===== src/rtl/proc_seq_if.sv =====
// Stage-side bus of the processor sequencer: per-stage start/ready handshakes,
// per-stage memory requests and the single muxed memory port.
interface proc_seq_if #(
  parameter int NUM_STAGES = 3,
  parameter int ADDR_WIDTH = 32,
  parameter int DATA_WIDTH = 32
);
  logic [NUM_STAGES-1:0]            stg_start_o;
  logic [NUM_STAGES-1:0]            stg_ready_i;
  logic [NUM_STAGES-1:0]            stg_mem_ce_i;
  logic [NUM_STAGES-1:0]            stg_mem_we_i;
  logic [NUM_STAGES*ADDR_WIDTH-1:0] stg_mem_addr_i;
  logic [NUM_STAGES*4-1:0]          stg_mem_width_i;
  logic [NUM_STAGES*DATA_WIDTH-1:0] stg_mem_data_i;
  logic                             mem_ce_o;
  logic                             mem_we_o;
  logic [ADDR_WIDTH-1:0]            mem_addr_o;
  logic [3:0]                       mem_width_o;
  logic [DATA_WIDTH-1:0]            mem_data_o;

  // The sequencer drives stage starts and the shared memory port.
  modport master (
    output stg_start_o, mem_ce_o, mem_we_o, mem_addr_o, mem_width_o, mem_data_o,
    input  stg_ready_i, stg_mem_ce_i, stg_mem_we_i, stg_mem_addr_i,
           stg_mem_width_i, stg_mem_data_i
  );

  // The stage engines and memory side see the mirror image.
  modport slave (
    input  stg_start_o, mem_ce_o, mem_we_o, mem_addr_o, mem_width_o, mem_data_o,
    output stg_ready_i, stg_mem_ce_i, stg_mem_we_i, stg_mem_addr_i,
           stg_mem_width_i, stg_mem_data_i
  );
endinterface


===== src/rtl/proc_seq.sv =====
// Packet sequencer: runs up to NUM_STAGES engines in order with a skip mask,
// a per-stage watchdog, a latency counter and a shared memory port mux.
module proc_seq #(
  parameter int NUM_STAGES = 3,
  parameter int ADDR_WIDTH = 32,
  parameter int DATA_WIDTH = 32,
  parameter int TO_WIDTH   = 16,
  parameter int SEL_WIDTH  = 3
) (
  input  logic                  clk,
  input  logic                  rst,
  input  logic                  start_i,
  input  logic [NUM_STAGES-1:0] skip_mask_i,
  input  logic [TO_WIDTH-1:0]   timeout_i,
  proc_seq_if.master            bus,
  output logic                  busy_o,
  output logic [SEL_WIDTH-1:0]  cur_stage_o,
  output logic                  ready_o,
  output logic                  error_o,
  output logic [SEL_WIDTH-1:0]  err_stage_o,
  output logic [31:0]           cycle_cnt_o
);

  typedef enum logic [1:0] {S_IDLE, S_RUN, S_DONE} state_t;

  typedef struct packed {
    logic                 found;
    logic [SEL_WIDTH-1:0] idx;
  } pick_t;

  // Lowest unskipped stage, either anywhere or strictly after 'after'.
  function automatic pick_t next_stage(input logic [NUM_STAGES-1:0] mask,
                                       input logic [SEL_WIDTH-1:0]  after,
                                       input logic                  from_start);
    pick_t p;
    p = '0;
    for (int k = NUM_STAGES - 1; k >= 0; k--) begin
      if (!mask[k] && (from_start || (SEL_WIDTH'(k) > after))) begin
        p.found = 1'b1;
        p.idx   = SEL_WIDTH'(k);
      end
    end
    return p;
  endfunction

  function automatic logic [NUM_STAGES-1:0] onehot(input logic [SEL_WIDTH-1:0] idx);
    logic [NUM_STAGES-1:0] v;
    v = '0;
    for (int k = 0; k < NUM_STAGES; k++) begin
      v[k] = (SEL_WIDTH'(k) == idx);
    end
    return v;
  endfunction

  state_t                state_q, state_d;
  logic [SEL_WIDTH-1:0]  sel_q, sel_d;
  logic [TO_WIDTH-1:0]   wd_q, wd_d;
  logic [NUM_STAGES-1:0] mask_q, mask_d;
  logic [TO_WIDTH-1:0]   to_q, to_d;
  logic [NUM_STAGES-1:0] start_q, start_d;
  logic                  ready_q, ready_d;
  logic                  error_q, error_d;
  logic [SEL_WIDTH-1:0]  err_stage_q, err_stage_d;
  logic [31:0]           cnt_q, cnt_d;
  logic                  ready_sel;
  pick_t                 pick;

  // NOTE: sequential state uses non-blocking assignments so every register
  // samples the pre-edge value of every other register.
  always_ff @(posedge clk or negedge rst) begin
    if (!rst) begin
      state_q     <= S_IDLE;
      sel_q       <= '0;
      wd_q        <= '0;
      mask_q      <= '0;
      to_q        <= '0;
      start_q     <= '0;
      ready_q     <= 1'b0;
      error_q     <= 1'b0;
      err_stage_q <= '0;
      cnt_q       <= '0;
    end else begin
      state_q     <= state_d;
      sel_q       <= sel_d;
      wd_q        <= wd_d;
      mask_q      <= mask_d;
      to_q        <= to_d;
      start_q     <= start_d;
      ready_q     <= ready_d;
      error_q     <= error_d;
      err_stage_q <= err_stage_d;
      cnt_q       <= cnt_d;
    end
  end

  // Only the selected stage's ready matters; the others are ignored.
  always_comb begin
    ready_sel = 1'b0;
    for (int k = 0; k < NUM_STAGES; k++) begin
      if (sel_q == SEL_WIDTH'(k)) ready_sel = bus.stg_ready_i[k];
    end
  end

  // NOTE: every variable gets its hold value first so no path through the
  // case statement can leave one unassigned and infer a latch.
  always_comb begin
    state_d     = state_q;
    sel_d       = sel_q;
    wd_d        = wd_q;
    mask_d      = mask_q;
    to_d        = to_q;
    start_d     = start_q;
    ready_d     = ready_q;
    error_d     = error_q;
    err_stage_d = err_stage_q;
    cnt_d       = cnt_q;
    pick        = '0;

    case (state_q)
      S_IDLE: begin
        if (start_i) begin
          mask_d      = skip_mask_i;
          to_d        = timeout_i;
          ready_d     = 1'b0;
          error_d     = 1'b0;
          err_stage_d = '0;
          cnt_d       = '0;
          pick        = next_stage(skip_mask_i, '0, 1'b1);
          if (pick.found) begin
            start_d = onehot(pick.idx);
            sel_d   = pick.idx;
            wd_d    = '0;
            state_d = S_RUN;
          end else begin
            ready_d = 1'b1;
            state_d = S_DONE;
          end
        end
      end

      S_RUN: begin
        if (cnt_q != '1) cnt_d = cnt_q + 32'd1;
        if (ready_sel) begin
          // Successor start rises on the same edge the current one drops.
          pick = next_stage(mask_q, sel_q, 1'b0);
          if (pick.found) begin
            start_d = onehot(pick.idx);
            sel_d   = pick.idx;
            wd_d    = '0;
          end else begin
            start_d = '0;
            ready_d = 1'b1;
            state_d = S_DONE;
          end
        end else if ((to_q != '0) && (wd_q == to_q - 1'b1)) begin
          start_d     = '0;
          error_d     = 1'b1;
          err_stage_d = sel_q;
          ready_d     = 1'b1;
          state_d     = S_DONE;
        end else if (wd_q != '1) begin
          wd_d = wd_q + 1'b1;
        end
      end

      S_DONE: begin
        // A start held high from the previous packet must drop first.
        if (!start_i) state_d = S_IDLE;
      end

      default: state_d = S_IDLE;
    endcase
  end

  // Shared memory port follows the registered selection, quiet outside RUN.
  always_comb begin
    bus.mem_ce_o    = 1'b0;
    bus.mem_we_o    = 1'b0;
    bus.mem_addr_o  = '0;
    bus.mem_width_o = '0;
    bus.mem_data_o  = '0;
    if (state_q == S_RUN) begin
      for (int k = 0; k < NUM_STAGES; k++) begin
        if (sel_q == SEL_WIDTH'(k)) begin
          bus.mem_ce_o    = bus.stg_mem_ce_i[k];
          bus.mem_we_o    = bus.stg_mem_we_i[k];
          bus.mem_addr_o  = bus.stg_mem_addr_i[k*ADDR_WIDTH +: ADDR_WIDTH];
          bus.mem_width_o = bus.stg_mem_width_i[k*4 +: 4];
          bus.mem_data_o  = bus.stg_mem_data_i[k*DATA_WIDTH +: DATA_WIDTH];
        end
      end
    end
  end

  assign bus.stg_start_o = start_q;
  assign busy_o          = (state_q == S_RUN);
  assign cur_stage_o     = sel_q;
  assign ready_o         = ready_q;
  assign error_o         = error_q;
  assign err_stage_o     = err_stage_q;
  assign cycle_cnt_o     = cnt_q;

endmodule


===== src/flat_wrapper.sv =====
// flat-port wrapper written by rule: the top's interface ports become plain ports
module proc_seq_flat 
#(
  parameter int NUM_STAGES = 3,
  parameter int ADDR_WIDTH = 32,
  parameter int DATA_WIDTH = 32,
  parameter int TO_WIDTH   = 16,
  parameter int SEL_WIDTH  = 3
)
  (clk, rst, start_i, skip_mask_i, timeout_i, busy_o, cur_stage_o, ready_o, error_o, err_stage_o, cycle_cnt_o, bus_stg_start_o, bus_mem_ce_o, bus_mem_we_o, bus_mem_addr_o, bus_mem_width_o, bus_mem_data_o, bus_stg_ready_i, bus_stg_mem_ce_i, bus_stg_mem_we_i, bus_stg_mem_addr_i, bus_stg_mem_width_i, bus_stg_mem_data_i);
  proc_seq_if #(.NUM_STAGES(NUM_STAGES), .ADDR_WIDTH(ADDR_WIDTH), .DATA_WIDTH(DATA_WIDTH)) bus_i ();
  input  logic clk;
  input  logic rst;
  input  logic start_i;
  input  logic [NUM_STAGES-1:0] skip_mask_i;
  input  logic [TO_WIDTH-1:0] timeout_i;
  output logic busy_o;
  output logic [SEL_WIDTH-1:0] cur_stage_o;
  output logic ready_o;
  output logic error_o;
  output logic [SEL_WIDTH-1:0] err_stage_o;
  output logic [31:0] cycle_cnt_o;
  output wire logic [$bits(bus_i.stg_start_o)-1:0] bus_stg_start_o;
  output wire logic [$bits(bus_i.mem_ce_o)-1:0] bus_mem_ce_o;
  output wire logic [$bits(bus_i.mem_we_o)-1:0] bus_mem_we_o;
  output wire logic [$bits(bus_i.mem_addr_o)-1:0] bus_mem_addr_o;
  output wire logic [$bits(bus_i.mem_width_o)-1:0] bus_mem_width_o;
  output wire logic [$bits(bus_i.mem_data_o)-1:0] bus_mem_data_o;
  input wire logic [$bits(bus_i.stg_ready_i)-1:0] bus_stg_ready_i;
  input wire logic [$bits(bus_i.stg_mem_ce_i)-1:0] bus_stg_mem_ce_i;
  input wire logic [$bits(bus_i.stg_mem_we_i)-1:0] bus_stg_mem_we_i;
  input wire logic [$bits(bus_i.stg_mem_addr_i)-1:0] bus_stg_mem_addr_i;
  input wire logic [$bits(bus_i.stg_mem_width_i)-1:0] bus_stg_mem_width_i;
  input wire logic [$bits(bus_i.stg_mem_data_i)-1:0] bus_stg_mem_data_i;
  assign bus_stg_start_o = bus_i.stg_start_o;
  assign bus_mem_ce_o = bus_i.mem_ce_o;
  assign bus_mem_we_o = bus_i.mem_we_o;
  assign bus_mem_addr_o = bus_i.mem_addr_o;
  assign bus_mem_width_o = bus_i.mem_width_o;
  assign bus_mem_data_o = bus_i.mem_data_o;
  assign bus_i.stg_ready_i = bus_stg_ready_i;
  assign bus_i.stg_mem_ce_i = bus_stg_mem_ce_i;
  assign bus_i.stg_mem_we_i = bus_stg_mem_we_i;
  assign bus_i.stg_mem_addr_i = bus_stg_mem_addr_i;
  assign bus_i.stg_mem_width_i = bus_stg_mem_width_i;
  assign bus_i.stg_mem_data_i = bus_stg_mem_data_i;
  proc_seq #(.NUM_STAGES(NUM_STAGES), .ADDR_WIDTH(ADDR_WIDTH), .DATA_WIDTH(DATA_WIDTH), .TO_WIDTH(TO_WIDTH), .SEL_WIDTH(SEL_WIDTH)) u_core (.clk(clk), .rst(rst), .start_i(start_i), .skip_mask_i(skip_mask_i), .timeout_i(timeout_i), .bus(bus_i), .busy_o(busy_o), .cur_stage_o(cur_stage_o), .ready_o(ready_o), .error_o(error_o), .err_stage_o(err_stage_o), .cycle_cnt_o(cycle_cnt_o));
endmodule

===== config.mk =====
export PLATFORM = sky130hd
export DESIGN_NAME = proc_seq_flat
export DESIGN_NICKNAME = d
export VERILOG_FILES = /design/src/rtl/proc_seq_if.sv /design/src/rtl/proc_seq.sv /design/src/flat_wrapper.sv
export SDC_FILE = /design/constraint.sdc
export NUM_CORES = 1
export LEC_CHECK = 0
export BUFFER_PORTS_ARGS = -buffer_cell sky130_fd_sc_hd__buf_2
export CORE_AREA = 2 2 135 137
export CTS_CLUSTER_DIAMETER = 80
export DETAILED_ROUTE_END_ITERATION = 16
export DIE_AREA = 0 0 137 139
export MAX_ROUTING_LAYER = met4
export PLACE_DENSITY = 0.66
export SLEW_MARGIN = 20
export SYNTH_ARGS = -nofsm -noshare
export SYNTH_HDL_FRONTEND = slang
export SYNTH_SLANG_ARGS = --single-unit

===== constraint.sdc =====
create_clock -name clk -period 3 [get_ports clk]
set_input_delay 0.15 -clock clk [delete_from_list [all_inputs] [get_ports clk]]
set_output_delay 0.15 -clock clk [all_outputs]
set_load 0.01 [all_outputs]

==> results of run 1 <==
-- kinds of logic (layout without fill, tap and decap cells) --
kind of cell / Yosys count / count (layout) / synth area share
AOI/OAI and AO/OA: 151 / 151 / 0.155
xor gates and xnor gates: 43 / 43 / 0.0610
adders and majority gates: 3 / 3 / 0.00608
buffers and inverters: 68 / 397 / 0.0478
DFF: 77 / 77 / 0.312
muxes: 76 / 76 / 0.123
other: 1 / 10 / 0.000607
and+or+nand+nor: 397 / 397 / 0.295
-- cell usage after synthesis (2+ instances only) --
| library cell | count |
|---|---|
| nor2_1 | 183 |
| nand2_1 | 98 |
| a21oi_1 | 88 |
| dfrtp_1 | 77 |
| mux2i_1 | 76 |
| clkbuf_1 | 35 |
| xnor2_1 | 24 |
| nand3_1 | 22 |
| o21ai_0 | 21 |
| xor2_1 | 19 |
| inv_1 | 15 |
| nand4_1 | 11 |
| nor3_1 | 11 |
| or3_1 | 11 |
| and3_1 | 10 |
| o211ai_1 | 10 |
| and4_1 | 9 |
| buf_1 | 9 |
| or4_1 | 9 |
| nand2b_1 | 5 |
| nor2b_1 | 5 |
| and2_1 | 4 |
| buf_6 | 4 |
| ha_1 | 3 |
| o2111ai_1 | 3 |
| o31ai_1 | 3 |
| o41ai_1 | 3 |
| a2111oi_4 | 2 |
| a22oi_1 | 2 |
| a31oi_1 | 2 |
| buf_2 | 2 |
| buf_4 | 2 |
| nand3b_1 | 2 |
| nand4b_1 | 2 |
| nor4_1 | 2 |
| nor4b_1 | 2 |
| o21a_1 | 2 |
| o311ai_0 | 2 |
-- routing by layer --
layer | up-vias | routed length (um)
met2 | 306 | 11700
met3 | 25 | 2100
met4 | 0 | 403
met5 | - | 0
li1 | 3489 | -
met1 | 3235 | 10800
-- layout make-up --
class | instances | share of cell area
Timing Repair Buffer | 365 | 0.225
Sequential cell | 77 | 0.227
Multi-Input combinational cell | 672 | 0.471
Clock inverter | 7 | 0.00778
Tap cell | 229 | 0.0336
Antenna cell | 8 | 0.00235
Clock buffer | 9 | 0.0264
Inverter | 16 | 0.00705
-- power by group --
group | internal (W) | leakage [nW] | total [W] | switching, W
clock | 0.000584 | 0.145 | 0.00107 | 0.000488
sequential | 0.00124 | 1.03 | 0.00154 | 0.000307
combinational | 0.00152 | 3.10 | 0.00390 | 0.00238
total | 0.00334 | 4.28 | 0.00651 | 0.00317
-- flip-flops by register name, summed over array words and instances, names as in the netlist --
register	flops
u_core.cycle_cnt_o	32
u_core.wd_q	16
u_core.mask_q	2
u_core.state_q	2
u_core.to_q	16
u_core.error_o	1
u_core.cur_stage_o	2
u_core.err_stage_o	2
u_core.ready_o	1
u_core.bus.stg_start_o	3
-- repair_timing --
| item | 4_1_cts | 5_1_grt |
|---|---|---|
| hold endpoints to repair | 33 | 0 |
| endpoints found under the setup margin | 0 | 17 |
| buffers inserted | 0 | 1 |
| hold buffers | 2 | 0 |
| gates resized for setup | 0 | 7 |
-- worst min-delay path: stages --
cell and delay (ns):
buf_2 0.07, nand2_1 0.04, nand2_1 0.05
-- worst max path at each step --
stage	start	endpoint	slack, ns
2_1_floorplan	u_core.to_q[0]	u_core.wd_q[1]	0.31
3_3_place_gp	u_core.to_q[0]	u_core.wd_q[1]	0.13
3_5_place_dp	u_core.to_q[0]	u_core.wd_q[1]	0.05
4_1_cts	u_core.to_q[0]	u_core.wd_q[1]	0.02
5_1_grt	u_core.to_q[0]	u_core.wd_q[15]	-0.01
6_report	u_core.to_q[0]	u_core.wd_q[15]	0.17
-- per-stage QoR --
stage / total power [W] / hold slack [ns] / setup TNS, ns
finish: 0.00651 / 0.00349 / 0
global route: 0.00705 / 0.00617 / -0.0256
CTS: 0.00651 / 0.000767 / 0
detailed placement: 0.00541 / 0.296 / 0
global placement: 0.00538 / 0.294 / 0
floorplan: 0.00408 / -0.146 / 0
==> results.py, run 1 <==
metrics = {
    "drt": {
        "final_antenna_net_count": 0,
        "drt_iter0_drc": 495,
        "via_per_inst": 5.10,
        "wl_mm": 25.0,
        "routedWlPerCell_um": 18.0,
        "num_vias": 7055,
        "drc": 0,
        "firstDrtPassIters": 5,
    },
    "synthesis": {
        "seq_area_frac_synth": 0.312,
        "syn_area_sq_um": 6180,
        "yosysUniqueCellTypes": 64,
        "yosysTopAreaCellShare": 0.312,
        "synthFlopType": "dfrtp_1",
        "synth_top_area_cell": "dfrtp_1",
        "synth_area_leaders": "dfrtp_1 31%, mux2i_1 12%, nor2_1 11%",
        "syn_inst": 816,
        "synth-seq-cells": 77,
        "synth_edf_count": 0,
        "ys_warn_count": 0,
        "async_reset_ff_frac": 1.00,
        "synth.avg_cell_area_sq_um": 7.57,
    },
    "timing": {
        "finalCritPeriodShare": 0.944,
        "min_period_ns": 2.83,
        "maxSlewHeadroom": 0.440,
        "tightestPinTransition_ns": 0.839,
        "final_max_slew_viol_count": 0,
        "setup_violations": 0,
        "max_freq_mhz": 353,
        "fin_ws_ns": 0.167,
        "clock_skew_ns": 0.00807,
        "hold_violations": 0,
    },
    "layout": {
        "layout-drive-gt1-share": 0.352,
        "num-fill-cells": 1764,
        "area_delta_synth_final_pct": 38.0,
        "multi_input_area_sq_um": 4010,
        "fin_nets": 1379,
        "layout_common_cells": "346 x buf_2, 183 x nor2_1, 97 x nand2_1, 88 x a21oi_1, 76 x mux2i_1",
        "final_util": 0.483,
        "final-seq-area_sq_um": 1930,
        "layout_commonest_cell": "buf_2",
        "finalInstanceArea_sq_um": 8520,
        "layoutNonFillerInstCount": 1383,
    },
    "critical_path": {
        "arrival_ns": 3.09,
        "r2r_cells": 12,
        "cp_common_cell": "a2111oi_4",
        "worst_path_max_delay_cell": "a2111oi_4",
        "crit_family": "compound AO/OA/AOI/OAI gates",
        "r2r-start": "u_core.to_q[0]",
        "worstSetupPathDepth": 12,
        "path_cells": "inv_2 > ha_4 > nor4b_4 > nand2_2 > o21a_1 > a2111oi_4 > a41oi_2 > a2111oi_4 > buf_4 > clkbuf_16 > o31ai_1 > a21oi_1",
        "r2r_end": "u_core.wd_q[15]",
        "r2r_slack_ns": 0.17,
        "slowest_delay_ns": 0.45,
        "cp_num_buf_inv": 3,
        "worstPathMaxFanout": 17,
        "criticalPathCategory": "reg -> reg",
        "startpoint_type": "flip-flop",
        "cp.required_ns": 3.26,
        "end_kind": "flip-flop",
    },
    "floorplanning": {
        "design.die.area_sq_um": 19000,
        "rows": 49,
        "core-area_sq_um": 17700,
        "die_w_um": 137,
        "start_util": 0.350,
        "fp.dieH_um": 139,
        "ios": 349,
    },
    "worst_hold_path": {
        "hp-class": "in -> reg",
        "hold_path_end": "u_core.to_q[10]",
        "holdPathStages": 3,
        "hp-start": "timeout_i[10]",
    },
    "global_route": {
        "use_met1": 0.348,
        "grt_pass1_vias": 6622,
        "grt_use_met3": 0.0702,
        "overflow": 0,
        "antenna_found_initial": 9,
        "grt.met2_usage": 0.401,
        "grt_max_degree": 72,
        "grt.total_usage": 0.264,
        "busiest_layer": "met2",
        "grt_first_pass_wirelength_mm": 37.8,
    },
    "place": {
        "place_ws_ns": 0.0468,
        "detailed_place_hpwl_mm": 19.6,
        "place_inst": 1355,
        "place_congestion": 0.907,
        "port_buffers": 346,
        "placed_area_sq_um": 8120,
    },
    "power": {
        "p_leak_nw": 4.28,
        "vdd_drop_max_uv": 406,
        "power_density_nw_per_um2": 764,
    },
    "clocking": {
        "cts_max_level": 3,
        "cts_root_buf": "clkbuf_16",
        "cts_buffers": 9,
        "cts_tree": "done",
        "clk_pin_slew_worst_paths_ns": 0.06,
        "cts.sinks": 77,
        "insertion_delay_ns": 0.34,
        "clockBufferDepth": 2,
    },
    "outcome": {
        "status": "finished, final reports clean",
    },
    "job": {
        "drv_cap": 0,
    },
}
Power figures use the tool's default switching activity.
==> inputs of run 2 (changes only) <==
- BUFFER_PORTS_ARGS: -buffer_cell sky130_fd_sc_hd__buf_2 -> -buffer_cell sky130_fd_sc_hd__clkbuf_2
- CORE_AREA: 2 2 135 137 -> 2 2 134 136
- DIE_AREA: 0 0 137 139 -> 0 0 136 138
- PLACE_DENSITY: 0.66 -> 0.67
==> run 2 against run 1 <==
  * Via count up 0.84%
  * Flip-flop and latch count stayed put
  * Sequential share of layout area fell by 0.16 points
  * Final cell count decreased by 0.14%
==> results.py, run 2 (synthesis gave the netlist of run 1 again) <==
metrics = {
    "layout": {
        "largest_reg_flops": 32,
        "area_delta_synth_final_pct": 38.9,
        "layout_common_cells": "345 x clkbuf_2, 182 x nor2_1, 97 x nand2_1, 88 x a21oi_1, 76 x mux2i_1",
        "layout_commonest_cell": "clkbuf_2",
        "layout-drive-gt1-share": 0.354,
        "finalInstanceArea_sq_um": 8580,
        "fin_nets": 1380,
        "final-seq-area_sq_um": 1930,
        "num-fill-cells": 1750,
        "multi_input_area_sq_um": 4010,
    },
    "critical_path": {
        "end_kind": "flip-flop",
        "startpoint_type": "flip-flop",
        "worstPathMaxFanout": 17,
        "cp.required_ns": 3.23,
        "criticalPathCategory": "reg -> reg",
        "r2r_end": "u_core.wd_q[14]",
        "arrival_ns": 3.09,
        "r2r_cells": 8,
        "r2r_slack_ns": 0.13,
        "r2r-start": "u_core.to_q[8]",
    },
    "global_route": {
        "grt_first_pass_wirelength_mm": 37.1,
        "grt_max_degree": 74,
        "grt.total_usage": 0.260,
        "overflow": 0,
        "antenna_found_initial": 5,
        "grt_pass1_vias": 6712,
    },
    "timing": {
        "finalCritPeriodShare": 0.955,
        "hold_violations": 0,
        "tightestPinTransition_ns": 0.888,
        "max_freq_mhz": 349,
        "final.setup.tns_ns": 0,
        "setup_violations": 0,
        "rsz0062_at_grt": "no",
        "clock_skew_ns": 0.00976,
        "min_period_ns": 2.87,
        "timing.hold.ws_ns": 0.0121,
        "maxSlewHeadroom": 0.408,
        "final_max_slew_viol_count": 0,
    },
    "clocking": {
        "clk_pin_slew_worst_paths_ns": 0.06,
        "cts_buffers": 9,
        "cts_tree": "done",
        "cts_max_level": 3,
        "clockBufferDepth": 2,
        "cts_root_buf": "clkbuf_16",
        "insertion_delay_ns": 0.34,
        "cts.sinks": 77,
    },
    "floorplanning": {
        "ios": 349,
        "design.die.area_sq_um": 18800,
        "core-area_sq_um": 17500,
        "rows": 49,
        "start_util": 0.352,
        "fp.dieH_um": 138,
        "die_w_um": 136,
    },
    "drt": {
        "routedWlPerCell_um": 17.4,
        "final_antenna_net_count": 0,
        "drc": 0,
        "wl_mm": 24.1,
        "via_per_inst": 5.15,
        "drt_iter0_drc": 445,
        "firstDrtPassIters": 5,
        "num_vias": 7114,
    },
    "power": {
        "power_density_nw_per_um2": 780,
        "switching_share": 0.469,
        "clock_power_share": 0.190,
        "internal-power_w": 0.00355,
        "p_comb_frac": 0.579,
        "p_leak_nw": 4.27,
        "p_sw_w": 0.00314,
        "vdd_drop_max_uv": 416,
        "seqPwrFrac": 0.232,
        "power_w": 0.00669,
    },
    "worst_hold_path": {
        "hold_path_end": "u_core.to_q[6]",
        "hp-start": "timeout_i[6]",
        "holdPathStages": 3,
        "hp-class": "in -> reg",
    },
    "job": {
        "drv_cap": 0,
    },
    "outcome": {
        "status": "finished, final reports clean",
    },
    "place": {
        "place_congestion": 0.907,
        "port_buffers": 346,
        "detailed_place_hpwl_mm": 18.9,
        "placed_area_sq_um": 8110,
    },
}
==> run 2: changes by cell type in the layout (fill, tap and decap cells not counted), sizes merged <==
| cell | delta |
|---|---|
| clkinv | -1 |
| dlygate4sd3 | +1 |
| clkbuf | +345 |
| inv | -4 |
| diode | -3 |
| clkinvlp | +2 |
| buf | -345 |
| bufinv | +3 |
==> run 2: routing by layer <==
layer	routed length, um	track usage
met1	10100	0.326
met3	2240	0.0887
met5	0	-
met4	614	0.0735
met2	11100	0.396
==> run 2: worst max-delay path by stage <==
| stage | start | endpoint | slack, ns |
|---|---|---|---|
| 6_report | u_core.to_q[8] | u_core.wd_q[14] | 0.13 |
| 5_1_grt | u_core.to_q[2] | u_core.wd_q[14] | 0.004 |
| 4_1_cts | u_core.to_q[0] | u_core.wd_q[1] | 0.06 |
| 3_5_place_dp | u_core.to_q[0] | u_core.wd_q[1] | 0.08 |
| 3_3_place_gp | u_core.to_q[0] | u_core.wd_q[1] | 0.14 |
| 2_1_floorplan | u_core.to_q[0] | u_core.wd_q[1] | 0.31 |
==> run 2: layout make-up <==
cell class / instances / share of cell area
diodes: 5 / 0.00146
multi-input cells: 672 / 0.467
clock inverters: 7 / 0.0143
inverters: 16 / 0.00700
flip-flops and latches: 77 / 0.225
repair buffers: 366 / 0.225
well taps: 229 / 0.0334
clock buffers: 9 / 0.0262
==> run 2: what timing repair did <==
action,4_1_cts,5_1_grt
setup endpoints to repair,0,25
endpoints found under the hold margin,35,0
buffers inserted,0,3
hold buffers,3,0
gates resized for setup,0,9
==> run 2: power groups by stage <==
stage                     logic (W)  clock network, W  registers (W)
after floorplan             0.00263                 0        0.00145
after global placement      0.00377                 0        0.00154
after detailed placement    0.00379                 0        0.00155
after CTS                   0.00382           0.00129        0.00153
after global routing        0.00429           0.00135        0.00158
final                       0.00387           0.00127        0.00155
==> run 2: metrics by stage <==
stage | std cells | util | setup slack, ns
finish | 1381 | 0.490 | 0.134
global route | 1381 | 0.490 | 0.00440
CTS | 1372 | 0.484 | 0.0556
detailed placement | 1353 | 0.462 | 0.0828
global placement | 1353 | 0.462 | 0.140
floorplan | 817 | - | 0.309
==> run 2: critical path: stages, from the launching register on <==
cell and delay (ns):
dfrtp_1 0.46, or4_4 0.60, o21a_1 0.25, o21ai_0 0.32
a2111oi_4 0.15, buf_4 0.17, clkbuf_16 0.16, or4_1 0.46
and3_1 0.19
